<file path="config.mk">
export PLATFORM = sky130hd
export DESIGN_NAME = prog_loader_seq
export DESIGN_NICKNAME = d
export VERILOG_FILES = /design/src/rtl/prog_loader_seq.sv
export SDC_FILE = /design/constraint.sdc
export NUM_CORES = 1
export LEC_CHECK = 0
export ABC_AREA = 0
export CAP_MARGIN = 20
export CORE_UTILIZATION = 46
export DETAILED_ROUTE_END_ITERATION = 10
export GPL_TIMING_DRIVEN = 0
export PLACE_DENSITY = 0.76
export SYNTH_ARGS = -nofsm -noshare
export SYNTH_HDL_FRONTEND = slang
export SYNTH_SLANG_ARGS = --single-unit
</file>
<file path="constraint.sdc">
create_clock -name clk -period 2.4 [get_ports clk]
set_input_delay 0.36 -clock clk [delete_from_list [all_inputs] [get_ports clk]]
set_output_delay 0.36 -clock clk [all_outputs]
set_load 0.02 [all_outputs]
</file>
<file path="src/rtl/prog_loader_seq.sv">
// Loader/run sequencer in front of the processor core: streams host words into
// instruction memory, releases the core, then times its run until done or timeout.
module prog_loader_seq #(
  parameter int unsigned D    = 12,
  parameter int unsigned W    = 9,
  parameter int unsigned CW   = 16,
  parameter int unsigned TMAX = 4095
) (
  input  logic          clk,
  input  logic          reset,
  input  logic          ld_start,
  input  logic [D-1:0]  ld_len,
  input  logic          in_valid,
  input  logic [W-1:0]  in_data,
  output logic          in_ready,
  output logic          im_wr_en,
  output logic [D-1:0]  im_addr,
  output logic [W-1:0]  im_dat,
  output logic          core_reset,
  output logic          core_req,
  input  logic          core_done,
  output logic          busy,
  output logic          run_done,
  output logic          timeout,
  output logic [CW-1:0] cyc_count
);

  typedef enum logic [2:0] {
    S_IDLE, S_LOAD, S_RELEASE, S_RUN, S_DONE, S_TOUT
  } state_t;

  localparam logic [CW-1:0] TMAX_C = CW'(TMAX);

  state_t        state_q, state_d;
  logic [D-1:0]  len_q, len_d;
  logic [D-1:0]  idx_q, idx_d;
  logic          im_wr_en_q, im_wr_en_d;
  logic [D-1:0]  im_addr_q, im_addr_d;
  logic [W-1:0]  im_dat_q, im_dat_d;
  logic          core_req_q, core_req_d;
  logic [CW-1:0] cyc_q, cyc_d;

  always_comb begin
    state_d    = state_q;
    len_d      = len_q;
    idx_d      = idx_q;
    im_wr_en_d = 1'b0;
    im_addr_d  = im_addr_q;
    im_dat_d   = im_dat_q;
    core_req_d = 1'b0;
    cyc_d      = cyc_q;
    case (state_q)
      S_IDLE, S_DONE, S_TOUT: begin
        if (ld_start && (ld_len != '0)) begin
          state_d = S_LOAD;
          len_d   = ld_len;
          idx_d   = '0;
          cyc_d   = '0;
        end
      end
      S_LOAD: begin
        if (in_valid) begin
          im_wr_en_d = 1'b1;
          im_addr_d  = idx_q;
          im_dat_d   = in_data;
          idx_d      = idx_q + D'(1);
          if (idx_q == len_q - D'(1)) state_d = S_RELEASE;
        end
      end
      S_RELEASE: begin
        // Registered so the request lands in the first RUN cycle.
        state_d    = S_RUN;
        core_req_d = 1'b1;
      end
      S_RUN: begin
        cyc_d = cyc_q + CW'(1);
        if (core_done)            state_d = S_DONE;
        else if (cyc_d == TMAX_C) state_d = S_TOUT;
      end
      default: state_d = S_IDLE;
    endcase
  end

  always_ff @(posedge clk) begin
    if (reset) begin
      state_q    <= S_IDLE;
      len_q      <= '0;
      idx_q      <= '0;
      im_wr_en_q <= 1'b0;
      im_addr_q  <= '0;
      im_dat_q   <= '0;
      core_req_q <= 1'b0;
      cyc_q      <= '0;
    end else begin
      state_q    <= state_d;
      len_q      <= len_d;
      idx_q      <= idx_d;
      im_wr_en_q <= im_wr_en_d;
      im_addr_q  <= im_addr_d;
      im_dat_q   <= im_dat_d;
      core_req_q <= core_req_d;
      cyc_q      <= cyc_d;
    end
  end

  // Status flags are pure functions of state, so they stay sticky until the next load.
  assign in_ready   = (state_q == S_LOAD);
  assign busy       = (state_q == S_LOAD) || (state_q == S_RELEASE) || (state_q == S_RUN);
  assign core_reset = (state_q != S_RUN);
  assign run_done   = (state_q == S_DONE);
  assign timeout    = (state_q == S_TOUT);
  assign im_wr_en   = im_wr_en_q;
  assign im_addr    = im_addr_q;
  assign im_dat     = im_dat_q;
  assign core_req   = core_req_q;
  assign cyc_count  = cyc_q;

endmodule

</file>
==> metrics.csv <==
metric;value;unit
Synth cell types;51;
Async SR Flop Fraction;0;
per-cell routed wire length;14.5;µm
Num CTS Buffers;9;
Total Wirelength;9170;µm
Slowest-stage cell, CP;or4_4;
RSZ-0062 raised after global routing;false;
RePlAce Congestion;0.942;
fin cells;632;
wire length of the first global-routing pass;14900;µm
die area;7760;µm²
GR Util All Layers;0.250;
yosys warns;0;
WP buf/inv;1;
syn nets;479;
Clock Sinks;66;
crit-path leading delay family;simple AND/OR/NAND/NOR gates;
synthesized instance count;449;
Worst EP required;2.64;ns
Inserted Diodes;0;
Worst-path clk slew;0.07;ns
max-cap violation count;0;
mux cell area share after synthesis;0;
filler cell count;675;
maximum clock rate;430;MHz
Placed Area;4230;µm²
Core Region;7210;µm²
Leak;1.57;nW
TritonCTS clock tree;built;
# setup viols final;0;
Synth Area in XOR/XNOR;0.0657;
clk buf depth;2;
syn_area_per_cell;7.59;µm²
Top FF cell, synth;dfxtp_1;
chip height;88.1;µm
Post-Synthesis Cell Area;3410;µm²
crit path launch type;flip-flop;
main combinational cell family by area after synthesis;simple AND/OR/NAND/NOR gates;
Die X-Extent;88.1;µm
Pwr Total;2.52;mW
WS Path Type;flip-flop to flip-flop;
number of synthesized flops with an enable pin;0;
dominant cell type by area after synthesis;dfxtp_1;
synthesized flop and latch total;66;
Arr. time, crit path;2.57;ns
vias after detailed routing;3538;
Worst path max stage delay;0.53;ns
Design Area, Final;4560;µm²
number of port buffers;69;
share of the synthesized area in the top cell type;0.388;
CP Max Fanout;7;
Vias/cell;5.60;
root buffer cell;clkbuf_8;
starting DRC count in detailed routing;162;
Synth area leaders;dfxtp_1 (39%), nand2_1 (9.2%), a21oi_1 (7.3%);
estimated wirelength of the detail-placed design;6480;µm
Final Hold Fails;0;
simple-gate share of the synthesized area;0.290;
pre-CTS setup slack;-0.750;ns
CTS H-tree depth;3;
initial antenna violation count;0;
hold crit path type;flip-flop to flip-flop;
Initial DRT Pass Iterations;4;
Power per Cell Area;552;nW/µm²
Fin Hold WS;0.458;ns
Seq/Total Area, Yosys;0.388;
Slew Viols, Final;0;
setup ws final;0.0758;ns
post-route clock skew;0.00734;ns
I/O Pins;70;
VDD IR max;0.397;mV
# nets final;558;
relative slew slack;0.541;
placed insts;618;
Tcrit/Tclk final;0.968;
adder-cell share of the synthesized area;0.0147;
Post-CTS Hold Buffers;0;
Setup crit end kind;flip-flop;
Final min period;2.32;ns
Reg area;1330;µm²
Initial Util;0.473;
remaining antenna violation count;0;
multi-input logic area;2020;µm²
Worst Tran Pin Value;0.688;ns
worst skew pair latency;0.35;ns
synthesis-to-finish area growth;33.8;%
run status;finished clean;
total gr overflow;0;
Placement Rows;31;
layout cell share with drive strength beyond 1;0.0826;
largest net degree at the start of global routing;15;
Synth Area in Compound Gates;0.196;
DRC viols;0;
vias in the first global route;3231;
cell breakdown of the critical path;buf_6 > or4_4 > or3_1 > a21o_1 > a2111oi_4 > nand4_1 > and3_1;
-- cell usage in the layout (no fill, tap or decap), types with 10 or more instances in the layout --
| master | count |
|---|---|
| nand4_1 | 10 |
| o21ai_0 | 10 |
| dfxtp_1 | 63 |
| clkbuf_1 | 20 |
| xnor2_1 | 12 |
| nor2_1 | 51 |
| a21oi_1 | 50 |
| clkbuf_8 | 10 |
| clkdlybuf4s50_1 | 68 |
| nand2_1 | 84 |
| xor2_1 | 11 |
-- per-layer routing --
metal,track usage,wire (µm),vias up
li1,-,-,1744
met1,0.301,3900,1632
met2,0.411,4410,133
met3,0.0490,539,29
met4,0.151,323,0
met5,0,0,-
-- report_power, final --
group	internal [mW]	switching [mW]
logic	0.140	0.169
registers	1.12	0.0219
clock network	0.615	0.455
total	1.87	0.646
-- through the flow --
step,setup TNS (ns),util
2_1_floorplan,0,-
3_3_place_gp,-22.30,0.586
3_5_place_dp,-23.80,0.587
4_1_cts,0,0.625
5_1_grt,0,0.632
6_report,0,0.632
-- cell families after synthesis --
logic type	after synthesis
flip-flops	66
adder cells (fa/ha/maj)	4
XOR/XNOR	24
AO/OA/AOI/OAI	107
AND/OR/NAND/NOR	209
buffers and inverters	39
-- state kept, by name (all words and copies together), names as in the netlist --
name       cells
core_req       1
cyc_count     16
idx_q         12
im_addr       12
im_dat         9
im_wr_en       1
len_q         12
state_q        3
-- worst register-to-register path, cell delays in order (launching register included) --
cell	delay (ns)
dfxtp_1	0.31
buf_6	0.13
or4_4	0.53
or3_1	0.36
a21o_1	0.21
a2111oi_4	0.28
nand4_1	0.19
and3_1	0.22
-- Yosys cell counts (4+ instances only) --
cell       number
a2111oi_0       4
a211oi_1        5
a21oi_1        50
a31oi_1         9
and2_1          4
and3_1          7
clkbuf_1       24
dfxtp_1        66
ha_1            4
inv_1           8
nand2_1        84
nand3_1         9
nand4_1        10
nor2_1         51
nor2b_1         6
nor3_1          7
nor3b_1         4
nor4_1          4
o2111ai_1       6
o21ai_0        10
o21ai_1         4
or3_1           5
or4_1           4
xnor2_1        12
xor2_1         11
-- area by class of cell --
| class | instances | share of cell area |
|---|---|---|
| Tap cell | 99 | 0.0272 |
| Buffer | 27 | 0.0255 |
| Inverter | 8 | 0.00741 |
| Clock buffer | 10 | 0.0302 |
| Clock inverter | 6 | 0.0195 |
| Sequential cell | 66 | 0.291 |
| Multi-Input combinational cell | 344 | 0.442 |
| Timing Repair Buffer | 72 | 0.157 |
-- worst paths after layout --
check / start / to / slack, ns / cells past startpoint
worst max-delay path: len_q[4] / state_q[0] / 0.08 / 7
worst min-delay path: im_dat[2] / im_dat[2] / 0.46 / 2
worst max register to register: len_q[4] / state_q[0] / 0.08 / 7
worst min register to register: im_dat[2] / im_dat[2] / 0.46 / 2
-- what timing repair did --
| item | in CTS | in global routing |
|---|---|---|
| endpoints found under the hold margin | 0 | 0 |
| buffers inserted | 1 | 1 |
| resized for setup | 12 | 16 |
| setup endpoints to repair | 40 | 37 |
| pin swaps | 0 | 3 |
Power figures use the tool's default switching activity.
